==> src/rtl/memory_arbiter.sv <==
// memory_arbiter: shares one RAM port between an instruction requester and a
// data requester. Data normally has priority; a request is granted for as many
// cycles as the RAM needs, then answered with a single-cycle response.
// Optional feature macro: ARB_FAIRNESS_EN. When defined, the instruction side
// is guaranteed a grant after FAIR_LIMIT consecutive data grants taken while it
// was waiting. When undefined, strict data priority applies and no counter exists.
module memory_arbiter #(
  parameter int          FAIR_LIMIT = 4,
  parameter logic [31:0] ERR_WORD   = 32'hBAD1BAD1
) (
  input  logic        CLK,
  input  logic        nRST,
  input  logic        iREN,
  input  logic [31:0] iaddr,
  output logic        iwait,
  output logic [31:0] iload,
  input  logic        dREN,
  input  logic        dWEN,
  input  logic [31:0] daddr,
  input  logic [31:0] dstore,
  output logic        dwait,
  output logic [31:0] dload,
  output logic        ramREN,
  output logic        ramWEN,
  output logic [31:0] ramaddr,
  output logic [31:0] ramstore,
  input  logic [31:0] ramload,
  input  logic [1:0]  ramstate,
  output logic        merr
);

  localparam logic [1:0] RAM_ACCESS = 2'd2;
  localparam logic [1:0] RAM_ERROR  = 2'd3;

  typedef enum logic [2:0] {
    IDLE   = 3'd0,
    DGRANT = 3'd1,
    IGRANT = 3'd2,
    DRESP  = 3'd3,
    IRESP  = 3'd4
  } state_t;

  state_t state;
  logic   dreq;
  logic   fair_force;

  assign dreq = dREN | dWEN;

`ifdef ARB_FAIRNESS_EN
  localparam int CNT_W = (FAIR_LIMIT < 1) ? 1 : $clog2(FAIR_LIMIT + 1);
  localparam logic [CNT_W-1:0] LIMIT = CNT_W'(FAIR_LIMIT);

  logic [CNT_W-1:0] fair_cnt;

  // Instruction side has waited through FAIR_LIMIT data grants: it goes next.
  assign fair_force = iREN && (fair_cnt == LIMIT);

  // Count data grants taken over a waiting instruction request; any
  // instruction grant or an idle cycle without iREN starts the count over.
  always_ff @(posedge CLK or negedge nRST) begin
    if (!nRST) begin
      fair_cnt <= '0;
    end else if (state == IDLE) begin
      if (!iREN || fair_force) begin
        fair_cnt <= '0;
      end else if (dreq) begin
        fair_cnt <= fair_cnt + 1'b1;
      end else begin
        fair_cnt <= '0;
      end
    end
  end
`else
  assign fair_force = 1'b0;
`endif

  // Arbitration FSM with registered wait/load/error outputs.
  always_ff @(posedge CLK or negedge nRST) begin
    if (!nRST) begin
      state <= IDLE;
      iwait <= 1'b1;
      dwait <= 1'b1;
      iload <= '0;
      dload <= '0;
      merr  <= 1'b0;
    end else begin
      merr <= 1'b0;
      case (state)
        IDLE: begin
          if (fair_force) begin
            state <= IGRANT;
          end else if (dreq) begin
            state <= DGRANT;
          end else if (iREN) begin
            state <= IGRANT;
          end
        end
        DGRANT: begin
          // A withdrawn request is abandoned silently, whatever the RAM says.
          if (!dreq) begin
            state <= IDLE;
          end else if (ramstate == RAM_ACCESS) begin
            dload <= ramload;
            dwait <= 1'b0;
            state <= DRESP;
          end else if (ramstate == RAM_ERROR) begin
            dload <= ERR_WORD;
            dwait <= 1'b0;
            merr  <= 1'b1;
            state <= DRESP;
          end
        end
        IGRANT: begin
          if (!iREN) begin
            state <= IDLE;
          end else if (ramstate == RAM_ACCESS) begin
            iload <= ramload;
            iwait <= 1'b0;
            state <= IRESP;
          end else if (ramstate == RAM_ERROR) begin
            iload <= ERR_WORD;
            iwait <= 1'b0;
            merr  <= 1'b1;
            state <= IRESP;
          end
        end
        DRESP: begin
          dwait <= 1'b1;
          state <= IDLE;
        end
        IRESP: begin
          iwait <= 1'b1;
          state <= IDLE;
        end
        default: begin
          state <= IDLE;
        end
      endcase
    end
  end

  // RAM port is driven only in a grant state; address and data pass straight
  // through so the requester owns their stability. Reset forces IDLE
  // asynchronously, so the strobes drop as soon as nRST falls.
  always_comb begin
    ramREN   = 1'b0;
    ramWEN   = 1'b0;
    ramaddr  = '0;
    ramstore = '0;
    case (state)
      DGRANT: begin
        ramaddr  = daddr;
        ramstore = dstore;
        ramWEN   = dWEN;
        ramREN   = dREN & ~dWEN;
      end
      IGRANT: begin
        ramREN  = 1'b1;
        ramaddr = iaddr;
      end
      default: begin
      end
    endcase
  end

endmodule

==> config.mk <==
export PLATFORM = sky130hd
export DESIGN_NAME = memory_arbiter
export DESIGN_NICKNAME = d
export VERILOG_FILES = /design/src/rtl/memory_arbiter.sv
export SDC_FILE = /design/constraint.sdc
export NUM_CORES = 1
export LEC_CHECK = 0
export CAP_MARGIN = 20
export CORE_MARGIN = 3
export CORE_UTILIZATION = 37
export CTS_BUF_LIST = sky130_fd_sc_hd__clkbuf_8
export CTS_CLUSTER_DIAMETER = 200
export DETAILED_ROUTE_END_ITERATION = 10
export GPL_TIMING_DRIVEN = 0
export PLACE_DENSITY = 0.88
export SETUP_SLACK_MARGIN = 0.2
export SLEW_MARGIN = 20
export SYNTH_ARGS = -nofsm -noshare
export SYNTH_HDL_FRONTEND = slang
export SYNTH_SLANG_ARGS = --single-unit
==> constraint.sdc <==
create_clock -name CLK -period 5 [get_ports CLK]
set_input_delay 1 -clock CLK [delete_from_list [all_inputs] [get_ports CLK]]
set_output_delay 1 -clock CLK [all_outputs]
set_load 0.02 [all_outputs]
## After elaboration in Yosys (flattened, before gate mapping)

Index checks and enable logic that the tools add are counted.
Widths: inputs -> output; s select.

| cells by class | value |
|---|---|
| mux-type cells | 26 |
| reductions and logical operators | 9 |
| equal/unequal tests | 13 |
| bitwise operators | 3 |

Operators with widths:

| cell | number |
|---|---|
| $mux 32 | 3 |
| $pmux 32 s2 | 1 |
| $mux 3 | 8 |
| $reduce_and 3->1 | 5 |
| $mux 1 | 9 |
| $ne 3x3->1 const B | 3 |
| $pmux 3 s3 | 1 |
| $ne 4x4->1 const B | 2 |
| $pmux 1 s2 | 4 |
| $eq 3x2->1 const B | 2 |
| $reduce_bool 2->1 | 3 |
| $eq 2x2->1 const B | 2 |
| $ne 2x2->1 const B | 2 |
| $eq 3x1->1 const B | 1 |
| $eq 3x3->1 const B | 1 |
| $logic_not 3->1 | 1 |
| $and 1x1->1 | 1 |
| $not 1->1 | 1 |
| $or 1x1->1 | 1 |

| storage, ports and cells | value |
|---|---|
| input bits | 135 |
| register bits | 70 |
| output and inout bits | 133 |

## Logic depth before layout (Yosys ltp)

Gate-level depths: netlist of run 1.

| logic depth | value |
|---|---|
| depth after elaboration | 5 |
| gate-level depth with buffers | 5 |
| mapped depth without buffers | 3 |

## Worst setup path before layout of run 1

OpenSTA, ideal clock, no wires.

| timing | value |
|---|---|
| kind | register -> output |
| start point | reg state[2] |
| end point | out ramstore[10] |
| cell stages (with the launch flop) | 6 |
| required time | 4000 ps |
| buffers on the path | 3 |
| data arrival time | 1640 ps |
| setup slack | 2360 ps |
| cell sequence | dfrtp_1 clkbuf_1 nor3b_1 clkbuf_1 clkbuf_1 and2_1 |

| between the ends | value |
|---|---|
| word-level cells in the longest chain between the ends | 2 |

Ends and longest elaborated chain:

| what | RTL line | source |
|---|---|---|
| from (decl) | 43 | `state_t state;` |
| from (signal assigned) | 80 | `state <= IDLE;` |
| from (signal assigned) | 91 | `state <= IGRANT;` |
| from (signal assigned) | 93 | `state <= DGRANT;` |
| $eq 3x1->1 | 150 | `case (state)` |
| $mux 32 | 150 |  |
| to (decl) | 26 | `output logic [31:0] ramstore,` |

No other way between the ends.

## Final worst setup path of run 1

| timing | value |
|---|---|
| start point | reg state[2] |
| end point | out ramstore[24] |

The elaborated chain is that of the path after synthesis.

==> impl_metrics.csv, run 1 <==
group,metric,value,unit
status,status,"finished clean",
synth,syn_avg_cell_area,11.53,sq um
placed_design,port_buffers,267,
setup_path,path_class,"register to output port",
finish,layout.nets,717,
setup_path,crit_path_frequent_cell,"clkbuf_1",
power_and_ir_drop,peakVddDrop,0.2908,mV
finish,seqCellArea,0.001754,sq mm
synth,ys.flop_type,"dfrtp_1",
grt,grt_overflow,0,
setup_path,slowest_stage,"clkdlybuf4s50_1",
die,initial_utilization,39.09,%
synth,netlist_instances,303,
setup_path,critPathLaunchType,"register",
placed_design,post-place-cells,679,
sta,whs,492.4,ps
grt,grt_pass1_wl,20970,um
worst_hold_path,min_path_type,"register to register",
die,core,0.008934,sq mm
synth,yosys.cell_types.count,25,
synth,synthTopCellsByArea,"dfrtp_1, mux2_2, a22o_1",
routing,ant_nets,0,
cts,clk_path_buf_depth,2,
cts,cts_sinks,70,
power_and_ir_drop,seqPwrFrac,30.2,%
sta,period_minus_slack,4020,ps
sta,tightest_slew,797.4,ps
grt,antenna_found_initial,1,
routing,drc,0,
flow_run,cap_viol_max_count,0,
power_and_ir_drop,pwr-share-clk,14.8,%
routing,drt_wl_total,15260,um
setup_path,cp_max_fo,10,
synth,synth_fp_nets,438,
die,pin_count,268,
placed_design,gp_congestion,0.8674,
cts,cts_made_buffers,9,
cts,h-tree-depth,3,
grt,track_usage,27.21,%
synth,synth_edf_count,0,
power_and_ir_drop,p_sw_share,37.94,%
sta,skew,9.061,ps
setup_path,critPathMaxStageDelay,700,ps
sta,drv_slew,0,
synth,yosysMostFrequentCell,"dfrtp_1",
routing,wl_per_cell,21.96,um
sta,setup_tns,0,ps
cts,cts_tree,"yes",
synth,netlist_area,0.003492,sq mm
finish,fillers,655,
routing,via_per_inst,4.997,
synth,yosys_warnings,0,
finish,instances_no_fill,695,
cts,holdBufCountCts,0,
power_and_ir_drop,internal_power,0.001924,W
die,die_h,103.2,um
power_and_ir_drop,pwr-share-comb,55.0,%
grt,grt_start_max_net_pins,46,
sta,grt_setup_unrepaired,"false",
sta,report.final.setup_viol,0,
finish,diodes,0,
cts,clkTransAtPathRegs,70,ps
grt,grt_pass1_vias,3634,
setup_path,end_kind,"output port",
synth,ys_top_cells_by_count,"dfrtp_1, mux2_2, a22o_1, and2_1, or2_2",
sta,slew_headroom,46.40,%
routing,drtPass1Iterations,4,
power_and_ir_drop,power_density,475.5,mW/mm^2
cts,cts_root_buf,"clkbuf_8",
cts,post_cts_buffers,0,
routing,vias,3473,
routing,wl_met1,5685,um
finish,stdcell_area,0.006520,sq mm
setup_path,cp.arrival,3020,ps
placed_design,hpwl,12420,um
finish,multi_input_area,0.001588,sq mm
setup_path,path_cells,"clkbuf_1 -> nor3b_1 -> clkbuf_1 -> clkbuf_1 -> and2_1 -> clkdlybuf4s50_1",
routing,topRoutingLayerUsed,"met5",
synth,synth_area_leader_cell,"dfrtp_1",
synth,synth_top_area_share,48.73,%
placed_design,place_area,0.006317,sq mm
power_and_ir_drop,p_sw,0.001176,W
sta,hold_viol,0,
finish,area_delta_synth_final,86.71,%
sta,fmax,0.2487,GHz
setup_path,worstPathRequired,4000,ps
routing,met2_wirelength,7724,um
routing,dr.first_iter.drc_count,126,
synth,ys_seq_area_share,50.23,%
die,die-area,0.01064,sq mm
cts,clock_latency,340,ps
die,fp.dieW,103.2,um
routing,wl_met3,1538,um
sta,period_share,80.40,%
cts,cts_resized,0,
die,num_rows,34,
synth,ys_seq_elements,70,
power_and_ir_drop,leakage,2.743,nW
finish,drive_gt1_share,13.80,%
synth,async_flop_share,100.0,%
## worst paths after layout
path | from | endpoint | slack, ps | depth (start not counted)
min in group asynchronous | nRST | iload[10] | 560 | 1
worst min-delay path | iload[15] | iload[15] | 490 | 1
worst max-delay path | state[2] | ramstore[24] | 980 | 6
max in group asynchronous | nRST | iwait | 3830 | 2
worst max register to register | state[2] | dload[1] | 2770 | 4
worst min register to register | iload[15] | iload[15] | 490 | 1
## cells in the final DEF (no fill, tap or decap)
master,count
clkdlybuf4s50_1,266
dfrtp_1,68
mux2_2,35
a22o_1,33
and2_1,33
inv_1,19
or2_2,18
nand2_1,17
mux2_1,16
clkbuf_1,15
nor2b_1,15
mux2i_1,14
clkbuf_8,11
buf_2,6
o21ai_0,2
nor2_1,2
dfstp_2,2
nor3b_1,1
nor3b_4,1
a31o_2,1
a21oi_1,1
nor4_2,1
nand3_2,1
nand2b_1,1
o32ai_1,1
nor3_1,1
nand3b_1,1
clkinv_2,1
clkinv_4,1
bufinv_16,1
buf_4,1
buf_12,1
## worst max-delay path: cells and delay by family, from the launching register on
kind / cells / cell delay (ps)
buf+inv: 4 / 1610
simple gates: 2 / 710
flops: 1 / 360
## power by group through the flow
stage | clock network, W | registers, W | logic [W]
after floorplan | 0 | 0.00121 | 0.000492
after global placement | 0 | 0.000929 | 0.00168
after detailed placement | 0 | 0.000942 | 0.00170
after CTS | 0.000468 | 0.000936 | 0.00172
after global routing | 0.000499 | 0.000962 | 0.00178
final | 0.000460 | 0.000935 | 0.00171
## cell type report
type | instances | area share (%)
inverter | 17 | 0.9787
clock inverter | 5 | 0.7868
buffer | 21 | 1.324
sequential | 70 | 26.90
timing repair buffer | 268 | 41.26
clock buffer | 11 | 2.322
multi-input combinational | 195 | 24.35
tap | 108 | 2.073
## per-stage QoR
step	setup WS [ps]	utilization, %	total power [W]
6_report	979.8	72.98	0.003100
5_1_grt	854.7	72.98	0.003245
4_1_cts	994.3	72.98	0.003123
3_5_place_dp	1405	70.71	0.002645
3_3_place_gp	668.0	70.52	0.002610
2_1_floorplan	2360	-	0.001707
## logic make-up (layout without fill, tap and decap cells)
kind of cell    after synthesis  in the layout  share of synthesized area (%)
compound gates               38             38                          9.208
simple gates                 92             92                          15.80
mux                          65             65                          20.46
flops                        70             70                          50.23
buf+inv                      38            322                          4.299
## state kept, by name (all words and copies together), names as in the netlist
register and flops:
iload 32, state 3, iwait 1, dwait 1, merr 1, dload 32
## per-layer routing
| metal | global-route usage [%] | up-vias |
|---|---|---|
| li1 | - | 1593 |
| met3 | 10.89 | 24 |
| met2 | 47.95 | 171 |
| met5 | 0 | - |
| met4 | 7.968 | 2 |
| met1 | 30.21 | 1683 |
Power figures use the tool's default switching activity.
==> run 2: changes to the inputs <==
Settings changed: CORE_ASPECT_RATIO from default to 1.4, CORE_UTILIZATION 37 to 35, PLACE_DENSITY 0.88 to 0.83.
Clock period 5 ns to 4.15 ns, I/O delays scaled along.
==> run 2 against run 1 <==
Via count fell by 0.60%. Final cell count rose by 3.5%. Worst setup slack got worse by 540 ps. Register-to-register slack got worse by 740 ps. Critical endpoint is now ramstore[19]. Largest cell class unchanged.
==> impl_metrics.csv, run 2 (synthesis results as in run 1) <==
group,metric,value,unit
sta,tightest_slew,629.9,ps
cts,clock_latency,340,ps
setup_path,cp.arrival,2880,ps
status,status,"finished clean",
placed_design,gp_congestion,0.8521,
grt,grt_pass1_wl,21860,um
power_and_ir_drop,leakage,2.742,nW
sta,slew_headroom,57.66,%
routing,drtPass1Iterations,4,
finish,instances_no_fill,719,
sta,period_minus_slack,3708,ps
routing,wl_met1,5499,um
grt,grt_pass1_vias,3634,
cts,clk_path_buf_depth,2,
routing,vias,3452,
routing,via_per_inst,4.801,
finish,mostFrequentLayoutCell,"clkdlybuf4s50_1",
sta,hold_viol,0,
routing,ant_nets,0,
sta,drv_slew,0,
setup_path,path_cells,"clkbuf_1 -> nor3b_2 -> clkbuf_1 -> clkbuf_1 -> and2_1 -> clkdlybuf4s50_1",
flow_run,cap_viol_max_count,0,
setup_path,end_kind,"output port",
setup_path,path_class,"register to output port",
die,pin_count,268,
cts,cts_made_buffers,9,
setup_path,worstPathRequired,3320,ps
sta,period_share,89.34,%
power_and_ir_drop,seqPwrFrac,30.4,%
worst_hold_path,min_path_type,"primary input to async pin",
cts,cts_root_buf,"clkbuf_8",
setup_path,critPathBufInv,4,
routing,topRoutingLayerUsed,"met4",
cts,cts_tree,"yes",
grt,grt_start_max_net_pins,61,
cts,h-tree-depth,3,
finish,top_regs,"dload x32, iload x32, state x3",
die,num_rows,42,
cts,clkTransAtPathRegs,70,ps
setup_path,crit_path_frequent_cell,"clkbuf_1",
placed_design,place_area,0.006355,sq mm
grt,antenna_found_initial,0,
setup_path,critPathMaxStageDelay,650,ps
routing,drt_wl_total,14910,um
die,initial_utilization,36.31,%
routing,met2_wirelength,6901,um
sta,report.final.setup_viol,0,
finish,stdcell_area,0.006549,sq mm
power_and_ir_drop,total_power,0.003696,W
sta,grt_setup_unrepaired,"false",
setup_path,cp_max_fo,10,
placed_design,post-place-cells,703,
routing,drc,0,
placed_design,hpwl,11860,um
finish,drive_gt1_share,13.82,%
finish,final_cell_mix,"clkdlybuf4s50_1, dfrtp_1, mux2_2",
finish,area_delta_synth_final,87.53,%
grt,track_usage,26.13,%
power_and_ir_drop,power_density,564.4,mW/mm^2
placed_design,port_buffers,267,
routing,wl_per_cell,20.74,um
power_and_ir_drop,p_sw,0.001408,W
sta,fmax,0.2697,GHz
setup_path,slowest_stage,"clkdlybuf4s50_1",
die,core,0.009617,sq mm
die,die_h,124.2,um
grt,grt_overflow,0,
power_and_ir_drop,peakVddDrop,0.4303,mV
routing,dr.first_iter.drc_count,85,
setup_path,critPathLaunchType,"register",
finish,layout.nets,717,
power_and_ir_drop,p_sw_share,38.09,%
finish,fillers,740,
cts,cts_sinks,70,
die,fp.dieW,90.42,um
sta,skew,7.012,ps
power_and_ir_drop,internal_power,0.002288,W
sta,setup_tns,0,ps
die,die-area,0.01123,sq mm
power_and_ir_drop,pwr-share-comb,55.7,%
routing,wl_met3,2287,um
cts,post_cts_buffers,0,
power_and_ir_drop,pwr-share-clk,13.9,%
setup_path,critical_path.top_delay_family,"buffers and inverters",
[run 2: what timing repair did]
| action | in CTS | in global routing |
|---|---|---|
| endpoints found under the setup margin | 0 | 26 |
| hold buffers | 0 | 0 |
| gates resized for setup | 0 | 1 |
[run 2: power groups by stage]
| stage | Combinational, W | Sequential (W) | Clock (W) |
|---|---|---|---|
| after floorplan | 0.000593 | 0.00146 | 0 |
| after global placement | 0.00204 | 0.00112 | 0 |
| after detailed placement | 0.00206 | 0.00113 | 0 |
| after CTS | 0.00208 | 0.00112 | 0.000528 |
| after global routing | 0.00217 | 0.00116 | 0.000557 |
| final | 0.00206 | 0.00112 | 0.000513 |
[run 2: cell type report]
cell class / instances / area, sq um / share of cell area, %
antenna: 1 / 2.502 / 0.03821
buffer: 21 / 86.33 / 1.318
clock buffer: 13 / 178.9 / 2.732
clock inverter: 2 / 7.507 / 0.1146
inverter: 17 / 63.81 / 0.9744
multi-input combinational: 195 / 1593 / 24.32
sequential: 70 / 1754 / 26.79
tap: 132 / 165.2 / 2.522
timing repair buffer: 268 / 2698 / 41.19
[run 2: worst reg2reg max path, stage by stage, from the launching register on]
cell and delay, ps:
dfrtp_1 360, clkbuf_1 200, nor4_2 640, buf_2 420, mux2_2 380
[run 2: final timing paths]
kind	start	to	slack (ps)	cells after the start
setup / recovery	state[2]	ramstore[19]	440	6
hold / removal	nRST	iload[28]	330	1
setup reg to reg	state[2]	dload[3]	2030	4
hold reg to reg	iload[13]	iload[13]	490	1
max in group asynchronous	nRST	dwait	3240	2
min in group CLK	iload[13]	iload[13]	490	1
[run 2: per-stage QoR]
| stage | util [%] | hold slack [ps] | worst slack (ps) |
|---|---|---|---|
| global route | 68.07 | 309.9 | 256.5 |
| global placement | 65.82 | 470.5 | -11.47 |
| finish | 68.10 | 326.5 | 442.2 |
| CTS | 68.02 | 314.6 | 304.0 |
| floorplan | - | 515.3 | 1680 |
| detailed placement | 66.08 | 480.6 | 710.3 |
[run 2: layer usage]
metal	track usage [%]	vias up
met4	6.609	0
met2	41.33	181
li1	-	1592
met3	17.46	16
met5	0	-
met1	29.15	1663
